[src/rtl/lsd_rand_pkg.sv]
// lsd_rand_pkg: shared constants for the random range sampler slice.
//   OUT_WIDTH_DEF  - default sample width
//   FIFO_DEPTH_DEF - default accepted-sample buffer depth (power of two)
//   NUM_SLICES     - number of OUT_WIDTH slices taken from each 64-bit random word
//   ST_*           - sampler FSM state encoding
package lsd_rand_pkg;

    localparam int unsigned OUT_WIDTH_DEF  = 16;
    localparam int unsigned FIFO_DEPTH_DEF = 4;
    localparam int unsigned NUM_SLICES     = 4;

    localparam logic [1:0] ST_IDLE = 2'd0;  // no range loaded
    localparam logic [1:0] ST_MASK = 2'd1;  // one-cycle mask computation
    localparam logic [1:0] ST_RUN  = 2'd2;  // sampling

endpackage

[src/rtl/rand_sample_fifo.sv]
// rand_sample_fifo: synchronous FIFO for accepted samples.
//   clock, n_rst     - clock and asynchronous active-low reset
//   push, push_data  - write request; honoured when not full or when popping the same cycle
//   pop              - read request; ignored when empty
//   flush            - empties the FIFO; overrides push and pop
//   head             - registered entry at the read pointer
//   full, empty      - occupancy flags
//   count            - current number of entries
module rand_sample_fifo
    import lsd_rand_pkg::*;
#(
    parameter int unsigned WIDTH = OUT_WIDTH_DEF,
    parameter int unsigned DEPTH = FIFO_DEPTH_DEF
) (
    input  logic                     clock,
    input  logic                     n_rst,
    input  logic                     push,
    input  logic [WIDTH-1:0]         push_data,
    input  logic                     pop,
    input  logic                     flush,
    output logic [WIDTH-1:0]         head,
    output logic                     full,
    output logic                     empty,
    output logic [$clog2(DEPTH):0]   count
);

    localparam int unsigned PTR_W = $clog2(DEPTH);
    localparam logic [PTR_W:0] FULL_COUNT = (PTR_W + 1)'(DEPTH);

    logic [WIDTH-1:0] mem [DEPTH];
    logic [PTR_W-1:0] wr_ptr;
    logic [PTR_W-1:0] rd_ptr;
    logic [PTR_W:0]   cnt;
    logic             do_push;
    logic             do_pop;

    assign empty   = (cnt == '0);
    assign full    = (cnt == FULL_COUNT);
    assign do_pop  = pop && !empty;
    // A full FIFO still accepts a push when a pop frees the head slot this edge.
    assign do_push = push && (!full || do_pop);
    assign head    = mem[rd_ptr];
    assign count   = cnt;

    always_ff @(posedge clock or negedge n_rst) begin
        if (!n_rst) begin
            wr_ptr <= '0;
            rd_ptr <= '0;
            cnt    <= '0;
            for (int i = 0; i < int'(DEPTH); i++) begin
                mem[i] <= '0;
            end
        end else if (flush) begin
            wr_ptr <= '0;
            rd_ptr <= '0;
            cnt    <= '0;
        end else begin
            if (do_push) begin
                mem[wr_ptr] <= push_data;
                wr_ptr      <= wr_ptr + 1'b1;
            end
            if (do_pop) begin
                rd_ptr <= rd_ptr + 1'b1;
            end
            if (do_push && !do_pop) begin
                cnt <= cnt + 1'b1;
            end else if (do_pop && !do_push) begin
                cnt <= cnt - 1'b1;
            end
        end
    end

endmodule

[src/rtl/random_range_sampler.sv]
// random_range_sampler: rejection sampler producing uniform values in [0, N).
//   clock, n_rst        - clock and asynchronous active-low reset
//   rand_in             - free-running 64-bit random word, new value each cycle
//   cfg_valid/cfg_ready - range request handshake; cfg_range = N (0 means 2^OUT_WIDTH)
//   out_value/out_valid - FIFO head and non-empty flag
//   out_ready           - consumer pop
//   reject_count        - saturating count of RUN cycles with room but no accepted slice
module random_range_sampler
    import lsd_rand_pkg::*;
#(
    parameter int unsigned OUT_WIDTH  = OUT_WIDTH_DEF,
    parameter int unsigned FIFO_DEPTH = FIFO_DEPTH_DEF
) (
    input  logic                 clock,
    input  logic                 n_rst,
    input  logic [63:0]          rand_in,
    input  logic                 cfg_valid,
    input  logic [OUT_WIDTH-1:0] cfg_range,
    output logic                 cfg_ready,
    output logic [OUT_WIDTH-1:0] out_value,
    output logic                 out_valid,
    input  logic                 out_ready,
    output logic [31:0]          reject_count
);

    // Smallest 2^k-1 covering N-1. N=0 wraps N-1 to all ones, giving a full mask.
    function automatic logic [OUT_WIDTH-1:0] range_mask(input logic [OUT_WIDTH-1:0] n);
        logic [OUT_WIDTH-1:0] limit;
        logic [OUT_WIDTH-1:0] ones;
        logic [OUT_WIDTH-1:0] m;
        limit = n - 1'b1;
        ones  = '1;
        m     = '0;
        // Later (higher) set bits override earlier ones: leading-one priority.
        for (int i = 0; i < int'(OUT_WIDTH); i++) begin
            if (limit[i]) begin
                m = ones >> (OUT_WIDTH - 1 - i);
            end
        end
        return m;
    endfunction

    logic [1:0]           state_q;
    logic [1:0]           state_d;
    logic [OUT_WIDTH-1:0] range_q;
    logic [OUT_WIDTH-1:0] mask_q;
    logic [31:0]          reject_q;

    logic                 cfg_fire;
    logic                 pop;
    logic                 push_ok;
    logic                 push;
    logic                 any_acc;
    logic [OUT_WIDTH-1:0] sel;
    logic [OUT_WIDTH-1:0] cand;
    logic                 fifo_full;
    logic                 fifo_empty;
    logic [$clog2(FIFO_DEPTH):0] fifo_count;
    logic                 unused_fifo_count;

    assign cfg_ready    = (state_q != ST_MASK);
    assign cfg_fire     = cfg_valid && cfg_ready;
    // A config handshake flushes the FIFO, so the FIFO itself sees no pop that edge.
    assign pop          = out_valid && out_ready && !cfg_fire;
    assign push_ok      = (state_q == ST_RUN) && !cfg_fire && (!fifo_full || pop);
    assign push         = push_ok && any_acc;
    assign out_valid    = !fifo_empty;
    assign reject_count = reject_q;
    assign unused_fifo_count = ^fifo_count;

    // Scan from the top slice down so the lowest accepted index wins.
    always_comb begin
        any_acc = 1'b0;
        sel     = '0;
        cand    = '0;
        for (int i = int'(NUM_SLICES) - 1; i >= 0; i--) begin
            cand = rand_in[i*OUT_WIDTH +: OUT_WIDTH] & mask_q;
            if (range_q == '0 || cand < range_q) begin
                any_acc = 1'b1;
                sel     = cand;
            end
        end
    end

    always_comb begin
        state_d = state_q;
        if (cfg_fire) begin
            state_d = ST_MASK;
        end else if (state_q == ST_MASK) begin
            state_d = ST_RUN;
        end
    end

    always_ff @(posedge clock or negedge n_rst) begin
        if (!n_rst) begin
            state_q  <= ST_IDLE;
            range_q  <= '0;
            mask_q   <= '0;
            reject_q <= '0;
        end else begin
            state_q <= state_d;
            if (state_q == ST_MASK) begin
                mask_q <= range_mask(range_q);
            end
            if (cfg_fire) begin
                range_q  <= cfg_range;
                reject_q <= '0;
            end else if (push_ok && !any_acc && reject_q != 32'hFFFF_FFFF) begin
                reject_q <= reject_q + 32'd1;
            end
        end
    end

    rand_sample_fifo #(
        .WIDTH (OUT_WIDTH),
        .DEPTH (FIFO_DEPTH)
    ) u_fifo (
        .clock     (clock),
        .n_rst     (n_rst),
        .push      (push),
        .push_data (sel),
        .pop       (pop),
        .flush     (cfg_fire),
        .head      (out_value),
        .full      (fifo_full),
        .empty     (fifo_empty),
        .count     (fifo_count)
    );

endmodule

[config.mk]
export PLATFORM = sky130hd
export DESIGN_NAME = random_range_sampler
export DESIGN_NICKNAME = d
export VERILOG_FILES = /design/src/rtl/lsd_rand_pkg.sv /design/src/rtl/rand_sample_fifo.sv /design/src/rtl/random_range_sampler.sv
export SDC_FILE = /design/constraint.sdc
export NUM_CORES = 1
export LEC_CHECK = 0
export ABC_CLOCK_PERIOD_IN_PS = 4800
export CORE_ASPECT_RATIO = 0.5
export CORE_MARGIN = 2
export CORE_UTILIZATION = 55
export CTS_CLUSTER_SIZE = 28
export DETAILED_ROUTE_END_ITERATION = 16
export PLACE_DENSITY = 0.81
export SLEW_MARGIN = 0
export SYNTH_ARGS = -nofsm -noshare
export SYNTH_HDL_FRONTEND = slang
export SYNTH_SLANG_ARGS = --single-unit
[constraint.sdc]
create_clock -name clock -period 4.8 [get_ports clock]
set_clock_uncertainty 0.15 [all_clocks]
set_input_delay 0.48 -clock clock [delete_from_list [all_inputs] [get_ports clock]]
set_output_delay 0.48 -clock clock [all_outputs]
set_load 0.05 [all_outputs]
## Yosys cells after proc, flatten, opt, wreduce, memory -nomap -nowiden

Index checks and enable logic that the tools add are counted.

| storage, ports and cells | value |
|---|---|
| register bits | 137 |
| input bits | 84 |
| output and inout bits | 50 |
| word-level logic and storage cells | 110 |

| cells by class | value |
|---|---|
| add/sub/neg operators | 6 |
| order comparisons | 7 |
| equal/unequal tests | 5 |
| muxes and demuxes | 41 |
| bitwise operators | 7 |
| reductions and logical operators | 33 |

Operators with widths:

| cell | count |
|---|---|
| two-way mux 16 bit | 22 |
| AND 16 bit | 4 |
| bitwise mux 64 bit | 1 |
| less-than comparator 16 bit | 4 |
| two-way mux 32 bit | 2 |
| adder 32 x 1 -> 32 bit (second input constant) | 1 |
| binary-select mux 16 bit (select 2 bit) | 1 |
| demux 16 bit (select 2 bit) | 1 |
| inequality test 32 bit (second input constant) | 1 |
| zero test 16 bit | 1 |
| subtractor 16 x 1 -> 16 bit (second input constant) | 1 |
| logical AND 1 bit | 13 |
| two-way mux 2 bit | 6 |
| two-way mux 3 bit | 3 |
| nonzero test 2 bit | 4 |
| >= comparator 3 bit (second input constant) | 2 |
| zero test 1 bit | 6 |
| logical OR 1 bit | 6 |
| inverter 2 -> 3 bit | 2 |
| two-way mux 1 bit | 5 |
| adder 2 x 1 -> 2 bit (second input constant) | 2 |
| adder 3 x 1 -> 3 bit (second input constant) | 1 |
| == test 3 bit (second input constant) | 1 |
| zero test 3 bit | 1 |
| 8 further kinds | 8 |

## Logic depth before layout (Yosys ltp)

| logic depth | value |
|---|---|
| word-level depth | 17 |
| gate-level depth with buffers | 17 |
| mapped depth without buffers | 16 |

## By module

A second synthesis with hierarchy kept.

| unflattened totals | value |
|---|---|
| cells, all modules | 989 |
| area total of the unflattened synthesis | 9404.0 um^2 |

By module, submodules not included:

| module | times used | cells an instance | area an instance (um^2) |
|---|---|---|---|
| random_range_sampler | 1 | 769 | 5923.2 |
| rand_sample_fifo | 1 | 220 | 3480.8 |

## Worst setup path before layout

Ideal clock, no wire load.

| timing path | value |
|---|---|
| path kind | reg2reg |
| start point | register range_q[10] |
| end point | register u_fifo.cnt[2], in the netlist u_fifo.count[2] |
| library setup time | 0.136 ns |
| arrival time | 3.464 ns |
| required time | 4.514 ns |
| slack | 1.050 ns |
| stages on the path, launching flop included | 17 |
| buffers on the path | 2 |
| period minus slack after synthesis | 3.750 ns |
| cells stage by stage | dfrtp_1 > clkbuf_1 > inv_1 > ha_1 > nand4_1 > or3_1 > a2111o_1 > a31oi_4 > nand4_4 > buf_6 > nand2_1 > nor2_1 > fa_1 > inv_1 > a21oi_1 > a311oi_1 > o21ai_0 |

| between the ends | value |
|---|---|
| longest elaborated chain between the ends | 11 |
| elaborated cells on any way between the ends | 21 |
| classes of those cells | 4 x order compare; 6 x mux; 11 x reduce/logical |

RTL lines:

| element | line | RTL |
|---|---|---|
| start, declared | random_range_sampler.sv:45 | `logic [OUT_WIDTH-1:0] range_q;` |
| start signal, assigned | random_range_sampler.sv:106 | `range_q <= cfg_range;` |
| less-than comparator 16 bit / zero test 16 bit (equally long branches) | random_range_sampler.sv:78 | `if (range_q == '0 \|\| cand < range_q) begin` |
| logical OR 1 bit | random_range_sampler.sv:78 |  |
| two-way mux 1 bit (3 in series) | random_range_sampler.sv:78 |  |
| two-way mux 1 bit (*) | random_range_sampler.sv:78 |  |
| logical AND 1 bit (*) | random_range_sampler.sv:66 | `assign push = push_ok && any_acc;` |
| logical AND 1 bit (*) | rand_sample_fifo.sv:41 | `assign do_push = push && (!full \|\| do_pop);` |
| logical AND 1 bit / zero test 1 bit (equally long branches) | rand_sample_fifo.sv:65, rand_sample_fifo.sv:67 |  |
| two-way mux 3 bit / logical AND 1 bit (equally long branches) | rand_sample_fifo.sv:65, rand_sample_fifo.sv:67 |  |
| two-way mux 3 bit / nonzero test 3 bit (equally long branches) | -- |  |
| end signal, assigned | rand_sample_fifo.sv:66 | `cnt <= cnt + 1'b1;` |
| end signal, assigned | rand_sample_fifo.sv:68 | `cnt <= cnt - 1'b1;` |
| end, declared | rand_sample_fifo.sv:33 | `logic [PTR_W:0] cnt;` |

Every way passes the cells marked *; elsewhere a longest branch is shown, timed or not.
A chain may end at the register's enable or synchronous reset.

## Worst setup path in the final report

Same ends and word-level chain as after synthesis.

==> impl_metrics.tcl <==
set metrics [dict create \
    setup.worst_path.start_class "flop" \
    core_sq_um 15600 \
    final_hold_viol_count 0 \
    synth_top_area_cell "dfrtp_1" \
    row_count 32 \
    clkPwrFrac_pct 20.6 \
    routabilityCongestion 0.917 \
    grtUsageTotal_pct 30.1 \
    yosysSeqAreaShare_pct 38.6 \
    die_h_um 93.8 \
    seq_area_sq_um 3430 \
    syn_area_sq_um 8870 \
    synth-compound-area-share_pct 17.1 \
    vias_per_cell 5.94 \
    clk_latency_ns 0.43 \
    fp.dieW_um 184 \
    async_flop_share_pct 100 \
    num_io_pins 134 \
    cts_resized 0 \
    pwr-share-seq_pct 27.6 \
    clock_path_buffers 2 \
    cts-hold-fix-buffers 0 \
    synthDominantCellAreaShare_pct 38.6 \
    reg2reg_from "range_q[10]" \
    max_slew_margin_pct 24.6 \
    switching_share_pct 45.7 \
    r2r_slack_ns 0.73 \
    nFillCells 1211 \
    total_power_mw 6.39 \
    post-route-util_pct 70.4 \
    synth_seq_cells 137 \
    maxClockFrequency_ghz 0.245 \
    synth_edf_count 0 \
    initial_core_util_pct 57.0 \
    p_leak_nw 4.83 \
    dr.pass1.iters 5 \
    cap_violations 0 \
    grt_first_pass_wirelength_um 40300 \
    synth_nets 1158 \
    vdd.ir_drop.worst_mv 0.304 \
    rsz0062_at_grt "no" \
    drv_slew 0 \
    diodes 0 \
    cp_max_fo 16 \
    cts.clk_slew.worst_paths_ns 0.06 \
    final_antenna_net_count 0 \
    cts_buffers 17 \
    internal_power_mw 3.47 \
    period_share_pct 84.9 \
    grt_pass1_vias 8005 \
    vias 7970 \
    power_density_nw_per_um2 582 \
    drtIter0Drc 712 \
    p_sw_mw 2.92 \
    multi_input_comb_area_sq_um 5000 \
    fin_nets 1277 \
    min_period_ns 4.07 \
    yosys.area_share.adder_pct 9.68 \
    drive_gt1_share_pct 7.64 \
    power_frac_comb_pct 51.7 \
    hpwl_um 18100 \
    end_kind "flop" \
    dp.cells 1310 \
    cts_sinks 137 \
    final_area_sq_um 11000 \
    drcViolationCount 0 \
    synthCells 1006 \
    hp-class "input port to asynchronous set/reset pin" \
    port_buffers 133 \
    htreeDepth 4 \
    fin_tns_setup_ns 0 \
    antenna_found_initial 0 \
    setup_viol 0 \
    totalWireLength_um 24600 \
    synth_xor_area_share_pct 2.86 \
    avgSynthCellArea_sq_um 8.82 \
    ys_types 60 \
    cts_setup_buffers 0 \
    final_cell_count_no_fill 1342 \
    worstPathRequired_ns 4.92 \
    grt-ovfl-total 0 \
    detail_route.wl_per_cell_um 18.4 \
    outcome "finished, final reports clean" \
    grt_max_degree 107 \
    worst_slew_pin_slew_ns 1.13 \
    cts_root_buf "clkbuf_16" \
    crit_arrival_ns 4.19 \
    ys_warn_count 0 \
    yosys-top-cells-area "dfrtp_1 39%, ha_1 9.4%, o21ai_0 6.6%, nand2_1 6.5%, mux4_2 4.1%" \
    die_area_sq_um 17200 \
    ys.flop_type "dfrtp_1" \
    synth_simple_gate_area_share_pct 22.2 \
    area.growth.synth_to_final_pct 23.7 \
    synth_top_family_by_area "simple AND/OR/NAND/NOR gates" \
    r2r_cells 15 \
    placed_area_sq_um 10400 \
    path_class "flop to flop" \
    muxShareOfSynthArea_pct 4.53 \
    cts_tree "yes" \
    r2r_end "u_fifo.count[2]" \
]
-- power groups by stage --
stage / registers (mW) / clock network [mW] / logic (mW)
detailed placement: 1.78 / 0 / 3.23
CTS: 1.76 / 1.33 / 3.26
global placement: 1.75 / 0 / 3.13
floorplan: 1.62 / 0 / 2.40
global route: 1.81 / 1.40 / 3.63
finish: 1.76 / 1.32 / 3.30
-- routing by layer --
| metal | part of all wire (%) | GRT usage, % | vias to the layer above |
|---|---|---|---|
| met4 | 1.7 | 8.87 | 0 |
| met5 | 0 | 0 | - |
| met1 | 46 | 40.8 | 3845 |
| met3 | 6.4 | 6.43 | 40 |
| met2 | 46 | 49.0 | 292 |
| li1 | - | - | 3793 |
-- final cells by class --
| type | count | share of cell area [%] |
|---|---|---|
| flip-flops and latches | 137 | 31.3 |
| well taps | 204 | 2.33 |
| clock buffers | 20 | 4.16 |
| clock inverters | 12 | 1.29 |
| multi-input cells | 755 | 45.6 |
| repair buffers | 147 | 13.1 |
| inverters | 67 | 2.29 |
-- Yosys cell counts (all sizes together), types with 3 or more instances --
cell type  count
a211oi         5
a21o          11
a21oi         35
a221oi        16
a31oi         12
and2          35
and3          16
and4           5
buf           12
clkbuf        35
dfrtp        137
ha            67
inv           66
mux2i          3
mux4          16
nand2        153
nand3         36
nand4         16
nor2          70
nor2b         21
nor3          14
nor4          18
o211ai         5
o21a           8
o21ai        119
o31ai          7
or3           12
xnor2         25
xor2           4
-- worst max-delay path by stage --
stage                      startpoint              end  cells past startpoint
after global placement    rand_in[41]  u_fifo.count[2]                     16
after global routing      range_q[10]  u_fifo.count[2]                     15
after floorplan           range_q[10]  u_fifo.count[2]                     16
final                     range_q[10]  u_fifo.count[2]                     15
after detailed placement  rand_in[41]  u_fifo.count[2]                     17
after CTS                 range_q[10]  u_fifo.count[2]                     15
-- kinds of logic (layout without fill, tap and decap cells) --
kind of cell	after synthesis	after routing
compound gates	238	238
xor+xnor	29	29
fa+ha+maj	68	68
buf+inv	114	246
flops	137	137
mux	20	20
simple gates	400	400
-- layout by cell type, fill, tap and decap left out, drive strengths merged, types with 12 or more instances in the layout --
cell type	Yosys	routed
nor2	70	70
nand3	36	36
clkbuf	35	20
nand4	16	16
inv	66	69
nor4	18	18
nand2	153	153
xnor2	25	25
mux4	16	16
and2	35	35
nor2b	21	21
nor3	14	14
o21ai	119	119
clkdlybuf4s50	0	132
or3	12	12
ha	67	67
dfrtp	137	137
a31oi	12	12
a21oi	35	35
buf	12	15
and3	16	16
a221oi	16	16
-- critical path: stages (launching register included) --
cell      delay (ns)
dfrtp_1         0.48
inv_1           0.24
ha_1            0.36
nand4_1         0.08
or3_1           0.40
a2111o_1        0.43
a31oi_4         0.40
nand4_4         0.13
nand2_1         0.15
nor2_1          0.08
fa_1            0.39
inv_1           0.13
or3_1           0.12
o21ai_0         0.08
a21oi_1         0.20
o21ai_0         0.09
-- state kept, by name, summed over array words and instances (netlist names) --
signal and count:
u_fifo.mem 64, reject_count 32, mask_q 16, range_q 16, u_fifo.count 3, state_q 2, u_fifo.rd_ptr 2, u_fifo.wr_ptr 2
-- through the flow --
stage                     hold WS (ns)  setup slack (ns)
after global routing             0.112             0.446
final                           0.0326             0.727
after CTS                       0.0611             0.764
after floorplan                 0.0344              1.05
after global placement           0.306             0.648
after detailed placement         0.318             0.460
(Power assumes the default switching activity.)
